===== src/rtl/hamming_pkg.sv =====
// Shared sizing helpers, bit-layout mapping and status type for the Hamming corrector.
// Build option: define HAMMING_SECDED_EN to add the overall-parity bit (SECDED).
package hamming_pkg;

    function automatic int calc_n(input int r);
        return (1 << r) - 1;
    endfunction

    function automatic int calc_k(input int r);
        return calc_n(r) - r;
    endfunction

    function automatic int calc_cw(input int r);
`ifdef HAMMING_SECDED_EN
        return calc_n(r) + 1;
`else
        return calc_n(r);
`endif
    endfunction

    // 1-based code position of data bit idx: the idx-th position that is not a power of two.
    function automatic int data_pos(input int r, input int idx);
        int cnt;
        int pos;
        cnt = 0;
        pos = 0;
        for (int p = 1; p <= calc_n(r); p++) begin
            if ((p & (p - 1)) != 0) begin
                if (cnt == idx) pos = p;
                cnt++;
            end
        end
        return pos;
    endfunction

    typedef struct packed {
        logic corregido;
        logic doble;
    } status_t;

endpackage


===== src/rtl/hamming_sindrome.sv =====
// Combinational syndrome generator; with HAMMING_SECDED_EN it also reports the overall
// parity mismatch across all code bits including the extra parity bit.
module hamming_sindrome
    import hamming_pkg::*;
#(
    parameter int R = 3
) (
    input  logic [calc_cw(R)-1:0] i_codeword,
    output logic [R-1:0]          o_sindrome
`ifdef HAMMING_SECDED_EN
    ,
    output logic                  o_paridad
`endif
);

    localparam int N = calc_n(R);

    always_comb begin
        o_sindrome = '0;
        for (int j = 0; j < R; j++) begin
            for (int p = 1; p <= N; p++) begin
                if (p[j]) o_sindrome[j] = o_sindrome[j] ^ i_codeword[p-1];
            end
        end
    end

`ifdef HAMMING_SECDED_EN
    assign o_paridad = ^i_codeword;
`endif

endmodule


===== src/rtl/hamming_corrector_pipe.sv =====
// Two-stage elastic Hamming single-error corrector with a saturating corrected-word counter.
// Build option: HAMMING_SECDED_EN adds double-error detection via an overall parity bit.
module hamming_corrector_pipe
    import hamming_pkg::*;
#(
    parameter int R     = 3,
    parameter int CNT_W = 16
) (
    input  logic                  clk,
    input  logic                  rst,
    input  logic                  in_valid,
    output logic                  in_ready,
    input  logic [calc_cw(R)-1:0] in_codeword,
    output logic                  out_valid,
    input  logic                  out_ready,
    output logic [calc_k(R)-1:0]  out_data,
    output logic [R-1:0]          out_sindrome,
    output logic                  out_corregido,
    output logic                  out_doble,
    input  logic                  cnt_clr,
    output logic [CNT_W-1:0]      cnt_corregidos
);

    localparam int K = calc_k(R);

    logic [R-1:0]     w_sind;
    logic [K-1:0]     w_data_raw;
    logic [K-1:0]     w_data_fix;
    logic             w_flip;
    status_t          w_stat;
    logic             w_s2_adv;
    logic             w_cnt_inc;

    logic             r_vld_p1;
    logic [K-1:0]     r_data_p1;
    logic [R-1:0]     r_sind_p1;
    logic             r_vld_p2;
    logic [K-1:0]     r_data_p2;
    logic [R-1:0]     r_sind_p2;
    status_t          r_stat_p2;
    logic [CNT_W-1:0] r_cnt;

`ifdef HAMMING_SECDED_EN
    logic             w_par;
    logic             r_par_p1;
`endif

    hamming_sindrome #(.R(R)) u_sindrome (
        .i_codeword (in_codeword),
        .o_sindrome (w_sind)
`ifdef HAMMING_SECDED_EN
        ,
        .o_paridad  (w_par)
`endif
    );

    // Only data positions are carried forward; parity-bit errors need no repair.
    always_comb begin
        w_data_raw = '0;
        for (int k = 0; k < K; k++) begin
            w_data_raw[k] = in_codeword[data_pos(R, k) - 1];
        end
    end

    assign w_s2_adv  = ~r_vld_p2 | out_ready;
    assign in_ready  = ~r_vld_p1 | w_s2_adv;

    // ---- Stage 1: codeword data bits and syndrome ----
    always_ff @(posedge clk or posedge rst) begin
        if (rst) begin
            r_vld_p1  <= 1'b0;
            r_data_p1 <= '0;
            r_sind_p1 <= '0;
`ifdef HAMMING_SECDED_EN
            r_par_p1  <= 1'b0;
`endif
        end else if (in_ready) begin
            r_vld_p1 <= in_valid;
            if (in_valid) begin
                r_data_p1 <= w_data_raw;
                r_sind_p1 <= w_sind;
`ifdef HAMMING_SECDED_EN
                r_par_p1  <= w_par;
`endif
            end
        end
    end

    always_comb begin
`ifdef HAMMING_SECDED_EN
        // s!=0 with even overall parity is a double error: report it, leave data alone.
        w_flip           = (|r_sind_p1) & r_par_p1;
        w_stat.corregido = r_par_p1;
        w_stat.doble     = (|r_sind_p1) & ~r_par_p1;
`else
        w_flip           = |r_sind_p1;
        w_stat.corregido = |r_sind_p1;
        w_stat.doble     = 1'b0;
`endif
        w_data_fix = r_data_p1;
        for (int k = 0; k < K; k++) begin
            if (w_flip && (r_sind_p1 == R'(data_pos(R, k)))) w_data_fix[k] = ~r_data_p1[k];
        end
    end

    // ---- Stage 2: corrected data and status ----
    always_ff @(posedge clk or posedge rst) begin
        if (rst) begin
            r_vld_p2  <= 1'b0;
            r_data_p2 <= '0;
            r_sind_p2 <= '0;
            r_stat_p2 <= '0;
        end else if (w_s2_adv) begin
            r_vld_p2 <= r_vld_p1;
            if (r_vld_p1) begin
                r_data_p2 <= w_data_fix;
                r_sind_p2 <= r_sind_p1;
                r_stat_p2 <= w_stat;
            end
        end
    end

    assign out_valid     = r_vld_p2;
    assign out_data      = r_data_p2;
    assign out_sindrome  = r_sind_p2;
    assign out_corregido = r_stat_p2.corregido;
    assign out_doble     = r_stat_p2.doble;

    assign w_cnt_inc = r_vld_p2 & out_ready & r_stat_p2.corregido & ~(&r_cnt);

    always_ff @(posedge clk or posedge rst) begin
        if (rst) begin
            r_cnt <= '0;
        end else if (cnt_clr) begin
            r_cnt <= '0;
        end else if (w_cnt_inc) begin
            r_cnt <= r_cnt + CNT_W'(1);
        end
    end

    assign cnt_corregidos = r_cnt;

endmodule

===== config.mk =====
export PLATFORM = sky130hd
export DESIGN_NAME = hamming_corrector_pipe
export DESIGN_NICKNAME = d
export VERILOG_FILES = /design/src/rtl/hamming_pkg.sv /design/src/rtl/hamming_sindrome.sv /design/src/rtl/hamming_corrector_pipe.sv
export SDC_FILE = /design/constraint.sdc
export NUM_CORES = 1
export LEC_CHECK = 0
export ABC_CLOCK_PERIOD_IN_PS = 3640
export BUFFER_PORTS_ARGS = -buffer_cell sky130_fd_sc_hd__buf_2
export CAP_MARGIN = 0
export CORE_UTILIZATION = 40
export DETAILED_ROUTE_END_ITERATION = 10
export GPL_TIMING_DRIVEN = 1
export PLACE_DENSITY_LB_ADDON = 0.15
export SYNTH_ARGS = -nofsm -noshare
export SYNTH_HDL_FRONTEND = slang
export SYNTH_HIERARCHICAL = 1
export SYNTH_SLANG_ARGS = --single-unit

===== constraint.sdc =====
create_clock -name clk -period 3.64 [get_ports clk]
set_clock_uncertainty 0.05 [all_clocks]
set_input_delay 0.364 -clock clk [delete_from_list [all_inputs] [get_ports clk]]
set_output_delay 0.364 -clock clk [all_outputs]
set_load 0.05 [all_outputs]

**Yosys cells after proc, flatten, opt, wreduce, memory -nomap -nowiden**

Index checks and enable logic that the tools add are counted.

- Logic and storage cells: 49
- Output and inout port bits: 27
- Input bits: 12
- Register bits after elaboration: 33

- Add/sub/neg operators: 1
- Mux-type cells: 6
- Equality and inequality tests: 4
- Reduce and logical (&&, ||, !) cells: 9
- Bitwise logic cells: 21

Operators by type and width:

| cell | number |
|---|---|
| 16-bit two-way mux | 2 |
| 16-bit by 1-bit adder with 16-bit output, second input constant | 1 |
| 16-bit AND reduction | 1 |
| 3-bit equality test, second input constant | 3 |
| 1-bit bitwise XOR | 9 |
| 1-bit NOT | 7 |
| 1-bit logical AND | 4 |
| 1-bit two-way mux | 4 |
| 2-bit AND reduction | 2 |
| 1-bit AND | 3 |
| 3-bit by 2-bit equality test with 1-bit output, second input constant | 1 |
| 3-bit OR reduction | 1 |
| 1-bit bitwise OR | 2 |
| 2-bit nonzero test | 1 |

**Depth between registers and ports, before layout**

Gate-level depths: netlist of run 1.

- Word-level depth: 5
- Mapped depth: 7
- Mapped depth without buffers: 5

**By module**

The synthesis of run 1 kept the hierarchy.

By module, submodules not included:

| module | seq. area each (um2) | cells an instance | area each (um2) | instances |
|---|---|---|---|---|
| hamming_corrector_pipe | 825.8 | 151 | 1576.5 | 1 |
| hamming_sindrome | 0.0 | 8 | 70.1 | 1 |

**Least setup slack after synthesis of run 1**

OpenSTA, ideal clock, no wires.

- Path kind: flip-flop to flip-flop
- From: register r_cnt[0] (netlist: cnt_corregidos[0])
- To: register r_cnt[1] (netlist: cnt_corregidos[1])
- Required time: 3.458 ns
- Library setup time: 0.132 ns
- Period minus slack after synthesis: 2.211 ns
- Buffers on the path: 2
- Setup slack: 1.429 ns
- Stages on the path, launching flop included: 8
- Arrival: 2.029 ns
- Path through: dfrtp_1 ha_1 nand3_2 o41ai_1 buf_2 buf_6 mux2i_1 nor2_1

- Cells in the longest elaborated chain, start to end: 4
- Elaborated cells on any way between the ends: 7
- Classes of those cells: 1 x add/sub; 2 x mux; 2 x bitwise; 2 x reduce/logical

RTL lines:

| element | RTL line | source |
|---|---|---|
| start, declared | hamming_corrector_pipe.sv:41 | `logic [CNT_W-1:0] r_cnt;` |
| start signal, assigned | hamming_corrector_pipe.sv:137 | `r_cnt <= r_cnt + CNT_W'(1);` |
| branches (longest 4 deep; another with 16-bit by 1-bit adder with 16-bit output) | - |  |

Parallel ways; which one is timed is not known. The select of a mux whose other input is x is not followed.
A chain may end at the register's enable or synchronous reset.

**Final worst setup path of run 1**

- From: register r_cnt[0] (netlist: cnt_corregidos[0])
- To: register r_cnt[14] (netlist: cnt_corregidos[14])

Same word-level chain as after synthesis.

==> results.toml, run 1 <==
[routing]
dr.pass1.iters = 4
drt_iter0_markers = 58
antenna_left = 0
vias = 1314
wl_per_cell_um = 13.7
wirelength_um = 3380
drc = 0
vias_per_cell = 5.32

[die]
die_h_um = 66.2
fp.dieW_um = 66.2
row_count = 22
start_util = 0.433
pin_count = 39
design.core.area_mm2 = 0.00380
dieArea_mm2 = 0.00438

[pwr]
clock_power_share = 0.258
p_leak_uw = 0.000866
p_per_area_mw_per_mm2 = 526
p_comb_frac = 0.292
power_switching_uw = 387
pwr-share-seq = 0.450
ir_worst_vdd_mv = 0.267
p_sw_frac = 0.376
intPower_uw = 642

[yosys]
synth-main-ff-cell = "dfrtp_1"
async_reset_ff_frac = 1.00
synth_area_mm2 = 0.00165
synth_fp_nets = 172
ys_warn_count = 6
ys_ff_latch = 33
synth_cell_type_count = 36
syn_inst = 159
avgSynthCellArea_um2 = 10.4
seq_area_frac_synth = 0.502
synth-edff-count = 0

[worst_setup_path]
critPathLaunchType = "register"
arrival_ns = 2.12
setup.worst_path.end_class = "register"
worstPathRequired_ns = 3.80
critical_path_class = "register to register"
r2r_cells = 5
cp_max_fo = 8

[cells_and_area]
fillers = 350
n_antenna_cell = 0
layout-drive-gt1-share = 0.322
post-route-util = 0.515
synthToLayoutAreaGrowth_pct = 18.8
multi_input_area_um2 = 781
finalInstanceArea_mm2 = 0.00196
nets = 211
final_common_cell = "buf_2"
final_cell_mix = "buf_2, dfrtp_1, nand2_1, a21oi_1, o21ai_0"
regArea_um2 = 826

[sta]
hold_viol = 0
finalSetupViolCount = 0
worstMarginPinSlew_ns = 0.608
setup_tns_ns = 0
max_slew_margin = 0.591
slew_violations = 0
fmax_mhz = 509
rsz0062_at_grt = "no"
finalCriticalPeriod_ns = 1.96
fin_crit_sh = 0.540

[min_path]
hold_class = "input pin to async pin"

[clock_network]
ctsResizeCount = 0
htree_levels = 2
cts.root.buffer_cell = "clkbuf_8"
cts_inserted_buffers = 5
clkSlewWorstSetupHoldPaths_ns = 0.07
clock_path_buffers = 2
cts.sinks = 33
cts_tree = "yes"
clk_latency_ns = 0.29
hold_buffers = 0
cts_setup_buffers = 0

[global_route]
grt_pass1_wl_um = 5810
grt_pass1_vias = 1301
grt_antenna_before_repair = 0
grt_start_max_net_pins = 34
grt_usage = 0.177
grt_overflow_total = 0

[placed_design]
place_area_mm2 = 0.00187
port_buffers = 37
gp_congestion = 0.733
dp_hpwl_um = 2410

[outcome]
status = "finished, final reports clean"

[flow_run]
cap_viol_max_count = 0
-- state kept, by name (all words and copies together) (netlist names) --
name and count:
out_valid 1, out_corregido 1, r_vld_p1 1, r_data_p1 4
cnt_corregidos 16, out_sindrome 3, out_data 4, r_sind_p1 3
-- final cells by class --
type	instances	share of cell area
inverters	2	0.00384
well taps	48	0.0307
clock inverters	2	0.00512
clock buffers	6	0.0371
multi-input cells	117	0.399
flip-flops and latches	33	0.422
repair buffers	39	0.102
-- routing by layer --
metal / share of wire / track usage
met1: 0.46 / 0.213
met2: 0.48 / 0.295
met3: 0.043 / 0.0569
met4: 0.011 / 0.0612
met5: 0 / 0
-- metrics by stage --
| step | cells | power, µW | setup WS (ns) | hold WS, ns |
|---|---|---|---|---|
| after floorplan | 159 | 700 | 1.43 | 0.407 |
| after global placement | 239 | 766 | 1.77 | 0.412 |
| after detailed placement | 239 | 773 | 1.69 | 0.427 |
| after CTS | 247 | 1040 | 1.68 | 0.124 |
| after global routing | 247 | 1080 | 1.47 | 0.150 |
| final | 247 | 1030 | 1.68 | 0.109 |
-- synth_stat cells, types with 3 or more instances --
cell type | count | area share
a21oi_1 | 14 | 0.043
dfrtp_1 | 33 | 0.50
mux2_2 | 10 | 0.068
nand2_1 | 16 | 0.036
nand2b_1 | 3 | 0.011
nand3_1 | 3 | 0.0091
nand4_1 | 6 | 0.023
nor2_1 | 5 | 0.011
o21ai_0 | 12 | 0.036
o31ai_1 | 7 | 0.032
or3_1 | 3 | 0.011
or3_2 | 3 | 0.014
or4_1 | 7 | 0.032
xnor2_1 | 9 | 0.048
xor2_1 | 4 | 0.021
-- logic make-up (layout without fill, tap and decap cells) --
kind of cell,Yosys count,after routing,synth area share
DFF,33,33,0.502
adders and majority gates,1,1,0.00760
AOI/OAI and AO/OA,34,34,0.116
other,1,1,0.00228
muxes,11,11,0.0745
xor gates and xnor gates,13,13,0.0691
buffers and inverters,9,49,0.0289
and+or+nand+nor,57,57,0.200
-- power by group through the flow --
stage	registers, µW	logic (µW)	clock network, µW
floorplan	588	112	0
global placement	467	299	0
detailed placement	470	303	0
CTS	463	304	274
global route	471	325	289
finish	463	301	266
-- path summary, 6_finish.rpt --
check / start / endpoint / slack, ns
setup / recovery: cnt_corregidos[0]$_DFFE_PP0P_ / cnt_corregidos[14]$_DFFE_PP0P_ / 1.68
hold / removal: rst / out_valid$_DFFE_PP0P_ / 0.11
setup reg to reg: cnt_corregidos[0]$_DFFE_PP0P_ / cnt_corregidos[14]$_DFFE_PP0P_ / 1.68
hold reg to reg: out_data[0]$_DFFE_PP0P_ / out_data[0]$_DFFE_PP0P_ / 0.43
max in group asynchronous: rst / cnt_corregidos[0]$_DFFE_PP0P_ / 3.12
min in group clk: in_valid / r_vld_p1$_DFFE_PP0P_ / 0.25
-- worst max-delay path, cell delays in order, from the launching register on --
cell	delay [ns]
dfrtp_1	0.43
ha_1	0.21
nand3_2	0.16
or2_0	0.35
or4_1	0.53
a21oi_1	0.16
(Power assumes the default switching activity.)
==> run 2, diff against run 1 <==
ABC_AREA = 1   (was not set)
ABC_CLOCK_PERIOD_IN_PS = 1650   (was 3640)
clock period = 1.65 ns   (was 3.64 ns; I/O delays follow)
==> run 2 against run 1 <==
Against the previous run:
- the run now ends with DRC left
- clock power up 130%
- global-route usage grew 1.7 points
- non-clock buffer count rose by 23
- worst hold slack better by 0.0019 ns
- first-iteration DRC count grew 43%
- fmax rose by 23%
- sequential power is 120% higher
- synthesized cell count up 62%
- wire length up 30%
- critical endpoint is now cnt_corregidos[10]$_DFFE_PP0P_
==> results.toml, run 2 <==
[sta]
hold_ws_ns = 0.110
fin_crit_sh = 0.968
hold_viol = 0
slew_violations = 0
rsz0062_at_grt = "yes"
finalSetupViolCount = 0
fmax_mhz = 626
finalCriticalPeriod_ns = 1.60

[placed_design]
dp_hpwl_um = 3350
gp_congestion = 0.849
port_buffers = 37
place_inst = 366

[cells_and_area]
fin_cells = 374
final_cell_mix = "nand2_1, buf_2, buf_4, nor2_1, nand3_1"
layout-drive-gt1-share = 0.326
largest_reg_flops = 16
synthToLayoutAreaGrowth_pct = 30.4
final_common_cell = "nand2_1"
post-route-util = 0.551
fillers = 412
n_antenna_cell = 0
nets = 335

[yosys]
syn_inst = 258
seq_area_frac_synth = 0.440
ys_warn_count = 6
async_reset_ff_frac = 1.00
yosysTopAreaCellShare = 0.440
synth_area_mm2 = 0.00188
synth.area.mux_share = 0.0300
ys_ff_latch = 33
synth_fp_nets = 271
synth_most_common_cell = "nand2_1"
synth_xor_area_frac = 0.0327
yosysTopAreaCell = "dfrtp_1"
synth-main-ff-cell = "dfrtp_1"
synthAdderAreaFrac = 0.00667
synth_cell_type_count = 28
synth_top_family_by_area = "simple AND/OR/NAND/NOR gates"
synth_common_cells = "nand2_1, dfrtp_1, nor2_1"
synth-simple-area-share = 0.354
synth_compound_area_frac = 0.0667
avgSynthCellArea_um2 = 7.27
netlist_top_cells_area = "dfrtp_1, nand2_1, nand3_1"
synth-edff-count = 0

[flow_run]
cap_viol_max_count = 0

[worst_setup_path]
worstPathRequired_ns = 1.80
cp_max_fo = 7
critical_path_class = "register to register"
setup.worst_path.end_class = "register"
arrival_ns = 1.75
critPathLaunchType = "register"

[die]
design.core.area_mm2 = 0.00444
dieArea_mm2 = 0.00497
pin_count = 39
fp.dieW_um = 70.5
row_count = 24
start_util = 0.422
die_h_um = 70.5

[global_route]
grt_antenna_before_repair = 0
grt_overflow_total = 0
grt_pass1_vias = 1630
grt_start_max_net_pins = 15
grt_usage = 0.194
grt_pass1_wl_um = 7380

[outcome]
violations = "DRC"
status = "finished with violations"

[clock_network]
cts.sinks = 33
clkSlewWorstSetupHoldPaths_ns = 0.07
clk_latency_ns = 0.29
clock_path_buffers = 2
htree_levels = 2
cts_inserted_buffers = 5
cts.root.buffer_cell = "clkbuf_8"
cts_tree = "yes"

[min_path]
hold_class = "input pin to register"

[routing]
vias = 1798
antenna_left = 0
dr.pass1.iters = 7
drt_iter0_markers = 83
vias_per_cell = 4.81
wl_per_cell_um = 11.7
drc = 4
wirelength_um = 4380

[pwr]
p_per_area_mw_per_mm2 = 970
p_leak_uw = 0.00125
ir_worst_vdd_mv = 0.840
==> run 2: cell types whose count changed in the layout (fill, tap and decap cells not counted), moves of 8 or more <==
cell     before  now
inv_1         2   21
xnor2_1       9    1
nor2_1        5   23
buf_4         2   24
nand2_1      16   95
dfrtp_2       0   15
dfrtp_1      33   18
nand3_1       3   22
==> run 2: final timing paths <==
| path | start | endpoint | slack [ns] | cells after the start |
|---|---|---|---|---|
| min in group asynchronous | rst | r_data_p1[2]$_DFFE_PP0P_ | 0.37 | 3 |
| max | cnt_corregidos[1]$_DFFE_PP0P_ | cnt_corregidos[10]$_DFFE_PP0P_ | 0.05 | 10 |
| max reg2reg | cnt_corregidos[1]$_DFFE_PP0P_ | cnt_corregidos[10]$_DFFE_PP0P_ | 0.05 | 10 |
| min reg2reg | out_data[2]$_DFFE_PP0P_ | out_data[2]$_DFFE_PP0P_ | 0.44 | 2 |
| min | in_codeword[5] | r_data_p1[2]$_DFFE_PP0P_ | 0.11 | 2 |
| max in group asynchronous | rst | cnt_corregidos[10]$_DFFE_PP0P_ | 0.61 | 4 |
==> run 2: per-stage QoR <==
| stage | setup TNS, ns | area [µm²] | setup WS [ns] | power [µW] |
|---|---|---|---|---|
| floorplan | -0.216 | 1940 | -0.0268 | 1570 |
| global placement | -1.04 | 2330 | -0.111 | 1760 |
| detailed placement | -1.58 | 2330 | -0.177 | 1760 |
| CTS | 0 | 2440 | 0.0468 | 2400 |
| global route | -0.0379 | 2450 | -0.0336 | 2490 |
| finish | 0 | 2450 | 0.0530 | 2370 |
==> run 2: final cells by class <==
type	instances	area [µm²]	share of cell area
flip-flops and latches	33	845	0.345
well taps	52	65.1	0.0266
multi-input cells	195	973	0.398
clock inverters	1	7.51	0.00307
repair buffers	62	375	0.153
inverters	25	98.8	0.0404
clock buffers	6	82.6	0.0337
==> run 2: power by group <==
| part | switching (µW) | internal [µW] |
|---|---|---|
| Clock | 291 | 329 |
| Sequential | 79.9 | 925 |
| Combinational | 549 | 198 |
==> run 2: what timing repair did <==
item	4_1_cts	5_1_grt
setup endpoints to repair	12	9
setup buffers	0	0
hold buffers	1	0
hold endpoints to repair	11	0
pin swaps	0	0
resized for setup	2	2
==> run 2: logic make-up after synthesis <==
logic type / count (synthesis)
XOR/XNOR: 7
adder cells (fa/ha/maj): 1
multiplexers: 5
AO/OA/AOI/OAI: 22
other: 1
flip-flops: 33
AND/OR/NAND/NOR: 159
buffers and inverters: 30
==> run 2: critical path, stage by stage, from the launching register on <==
cell,delay [ns]
dfrtp_2,0.42
ha_4,0.17
nand2_4,0.08
nor2_4,0.04
nand2_2,0.08
nor2_4,0.05
buf_4,0.14
o21ai_4,0.17
buf_4,0.18
nand2_1,0.06
o21ai_0,0.06
==> run 2: layer usage <==
| layer | share of wire | track usage |
|---|---|---|
| met1 | 0.45 | 0.228 |
| met2 | 0.49 | 0.335 |
| met3 | 0.048 | 0.0592 |
| met4 | 0.017 | 0.0658 |
| met5 | 0 | 0 |
==> run 3, diff against run 2 <==
MAX_ROUTING_LAYER = met4   (was not set)
PLACE_DENSITY_LB_ADDON = not set   (was 0.15)
==> run 3 against run 2 <==
Against the previous run:
- the run still ends with DRC left
- global-route usage rose by 2.0 points
- sequential power about the same
- register-to-register slack better by 0.10 ns
- critical path type unchanged
- worst setup slack improved by 0.10 ns
==> results.toml, run 3 (synthesis gave the netlist of run 2 again) <==
[worst_setup_path]
r2r_cells = 9
cp_max_fo = 7
r2r_start = "cnt_corregidos[0]$_DFFE_PP0P_"
reg2reg_slack_ns = 0.15
setup.worst_path.end_class = "register"
crit_path_cell_trace = "ha_4, nand2_4, nor2_4, nand2_2, nor2_4, o21ai_4, buf_6, nand3_2, nand2_1"
arrival_ns = 1.67
cp_slowest_stage_delay_ns = 0.42
path_common_cell = "nor2_4"
critical_path_class = "register to register"
critPathLaunchType = "register"
reg2reg_to = "cnt_corregidos[7]$_DFFE_PP0P_"
worstPathRequired_ns = 1.83
cpMaxStageDelayCell = "dfrtp_2"

[die]
design.core.area_mm2 = 0.00444
dieArea_mm2 = 0.00497
fp.dieW_um = 70.5
start_util = 0.422
pin_count = 39
die_h_um = 70.5
row_count = 24

[placed_design]
dp_slack_ns = -0.151
gp_congestion = 0.808
dp_hpwl_um = 3340
port_buffers = 37

[routing]
drt_iter0_markers = 88
wl_per_cell_um = 12.1
wirelength_um = 4580
drc = 6
dr.pass1.iters = 7
vias = 1841
antenna_left = 0
vias_per_cell = 4.88

[pwr]
p_sw_frac = 0.373
power_switching_uw = 938
p_leak_uw = 0.00127
ir_worst_vdd_mv = 0.862
clock_power_share = 0.298
pwr-share-seq = 0.401
p_comb_frac = 0.302
intPower_uw = 1570
p_per_area_mw_per_mm2 = 1010

[min_path]
worstHoldEndpoint = "r_data_p1[2]$_DFFE_PP0P_"
hold_class = "input pin to register"
min_from = "in_codeword[5]"
whs_path_depth = 2

[global_route]
grt_overflow_total = 0
grt_pass1_wl_um = 7890
grt_antenna_before_repair = 0
grt_pass1_vias = 1789
grt_usage = 0.214
grt_start_max_net_pins = 34

[sta]
fmax_mhz = 668
finalCriticalPeriod_ns = 1.50
worst_slack_ns = 0.154
finalSetupViolCount = 0
hold_viol = 0
hold_ws_ns = 0.112
fin_crit_sh = 0.907
slew_violations = 0
rsz0062_at_grt = "no"

[clock_network]
clk_latency_ns = 0.29
cts.sinks = 33
cts_inserted_buffers = 5
clock_path_buffers = 2
cts_tree = "yes"
htree_levels = 2
clkSlewWorstSetupHoldPaths_ns = 0.07
cts.root.buffer_cell = "clkbuf_8"

[outcome]
status = "finished with violations"
violations = "DRC"

[cells_and_area]
final_cell_mix = "nand2_1, buf_2, nor2_1, buf_4, inv_1"
final_common_cell = "nand2_1"
n_antenna_cell = 0
synthToLayoutAreaGrowth_pct = 33.1
largest_reg_flops = 16
nets = 337
layout-drive-gt1-share = 0.342

[flow_run]
cap_viol_max_count = 0
-- run 3: changes by cell type in the layout (fill, tap and decap cells not counted), moves of 2 or more --
cell / change
o21ai_0: -3
nand2_1: -2
nand2_2: +2
nand3_1: -2
nand3_2: +2
o21ai_1: +2
-- run 3: worst max-delay path by stage --
stage | end | depth (start not counted) | startpoint | slack, ns
2_1_floorplan | cnt_corregidos[14]$_DFFE_PP0P_ | 10 | cnt_corregidos[1]$_DFFE_PP0P_ | -0.03
3_3_place_gp | cnt_corregidos[2]$_DFFE_PP0P_ | 8 | cnt_corregidos[1]$_DFFE_PP0P_ | -0.13
3_5_place_dp | cnt_corregidos[2]$_DFFE_PP0P_ | 8 | cnt_corregidos[1]$_DFFE_PP0P_ | -0.15
4_1_cts | cnt_corregidos[10]$_DFFE_PP0P_ | 10 | cnt_corregidos[1]$_DFFE_PP0P_ | 0.03
5_1_grt | cnt_corregidos[9]$_DFFE_PP0P_ | 7 | cnt_corregidos[0]$_DFFE_PP0P_ | 0.04
6_report | cnt_corregidos[7]$_DFFE_PP0P_ | 9 | cnt_corregidos[0]$_DFFE_PP0P_ | 0.15
-- run 3: timing repair --
| item | in CTS | in global routing |
|---|---|---|
| resized for setup | 2 | 11 |
| endpoints found under the hold margin | 33 | 0 |
| cloned | 0 | 1 |
| setup endpoints to repair | 13 | 15 |
| hold buffers | 1 | 0 |
| buffers inserted | 0 | 1 |
| pin swaps | 0 | 5 |
-- run 3: power groups by stage --
| stage | Clock [µW] | Combinational [µW] | Sequential (µW) |
|---|---|---|---|
| floorplan | 0 | 265 | 1300 |
| global placement | 0 | 736 | 1020 |
| detailed placement | 0 | 741 | 1020 |
| CTS | 777 | 749 | 1010 |
| global route | 803 | 822 | 1020 |
| finish | 748 | 758 | 1010 |
-- run 3: critical path: cells and delay by family, from the launching register on --
family                   cells  cell delay [ns]
AND/OR/NAND/NOR              6             0.36
adder cells (fa/ha/maj)      1             0.17
buffers and inverters        1             0.19
AO/OA/AOI/OAI                1             0.23
flip-flops                   1             0.42
-- run 3: layer usage --
layer / vias to the layer above / routed length, µm / GRT usage
met5: - / 0 / -
met4: 0 / 54 / 0.0839
met3: 6 / 274 / 0.0592
met2: 51 / 2370 / 0.366
met1: 832 / 1880 / 0.235
li1: 952 / - / -
-- run 3: area by class of cell --
cell class,count,area (µm²)
multi-input combinational,195,990
tap,52,65.1
clock buffer,6,72.6
sequential,33,845
timing repair buffer,63,387
inverter,25,98.8
clock inverter,2,35.0
fill,439,1950
timing repair inverter,1,6.26
-- run 3: stage by stage --
| step | util | setup TNS, ns | total power, µW | instances | instance area (µm²) |
|---|---|---|---|---|---|
| after floorplan | - | -0.216 | 1570 | 258 | 1940 |
| after global placement | 0.527 | -1.12 | 1750 | 367 | 2340 |
| after detailed placement | 0.527 | -1.40 | 1760 | 367 | 2340 |
| after CTS | 0.555 | 0 | 2530 | 376 | 2460 |
| after global routing | 0.562 | 0 | 2650 | 377 | 2500 |
| final | 0.562 | 0 | 2510 | 377 | 2500 |
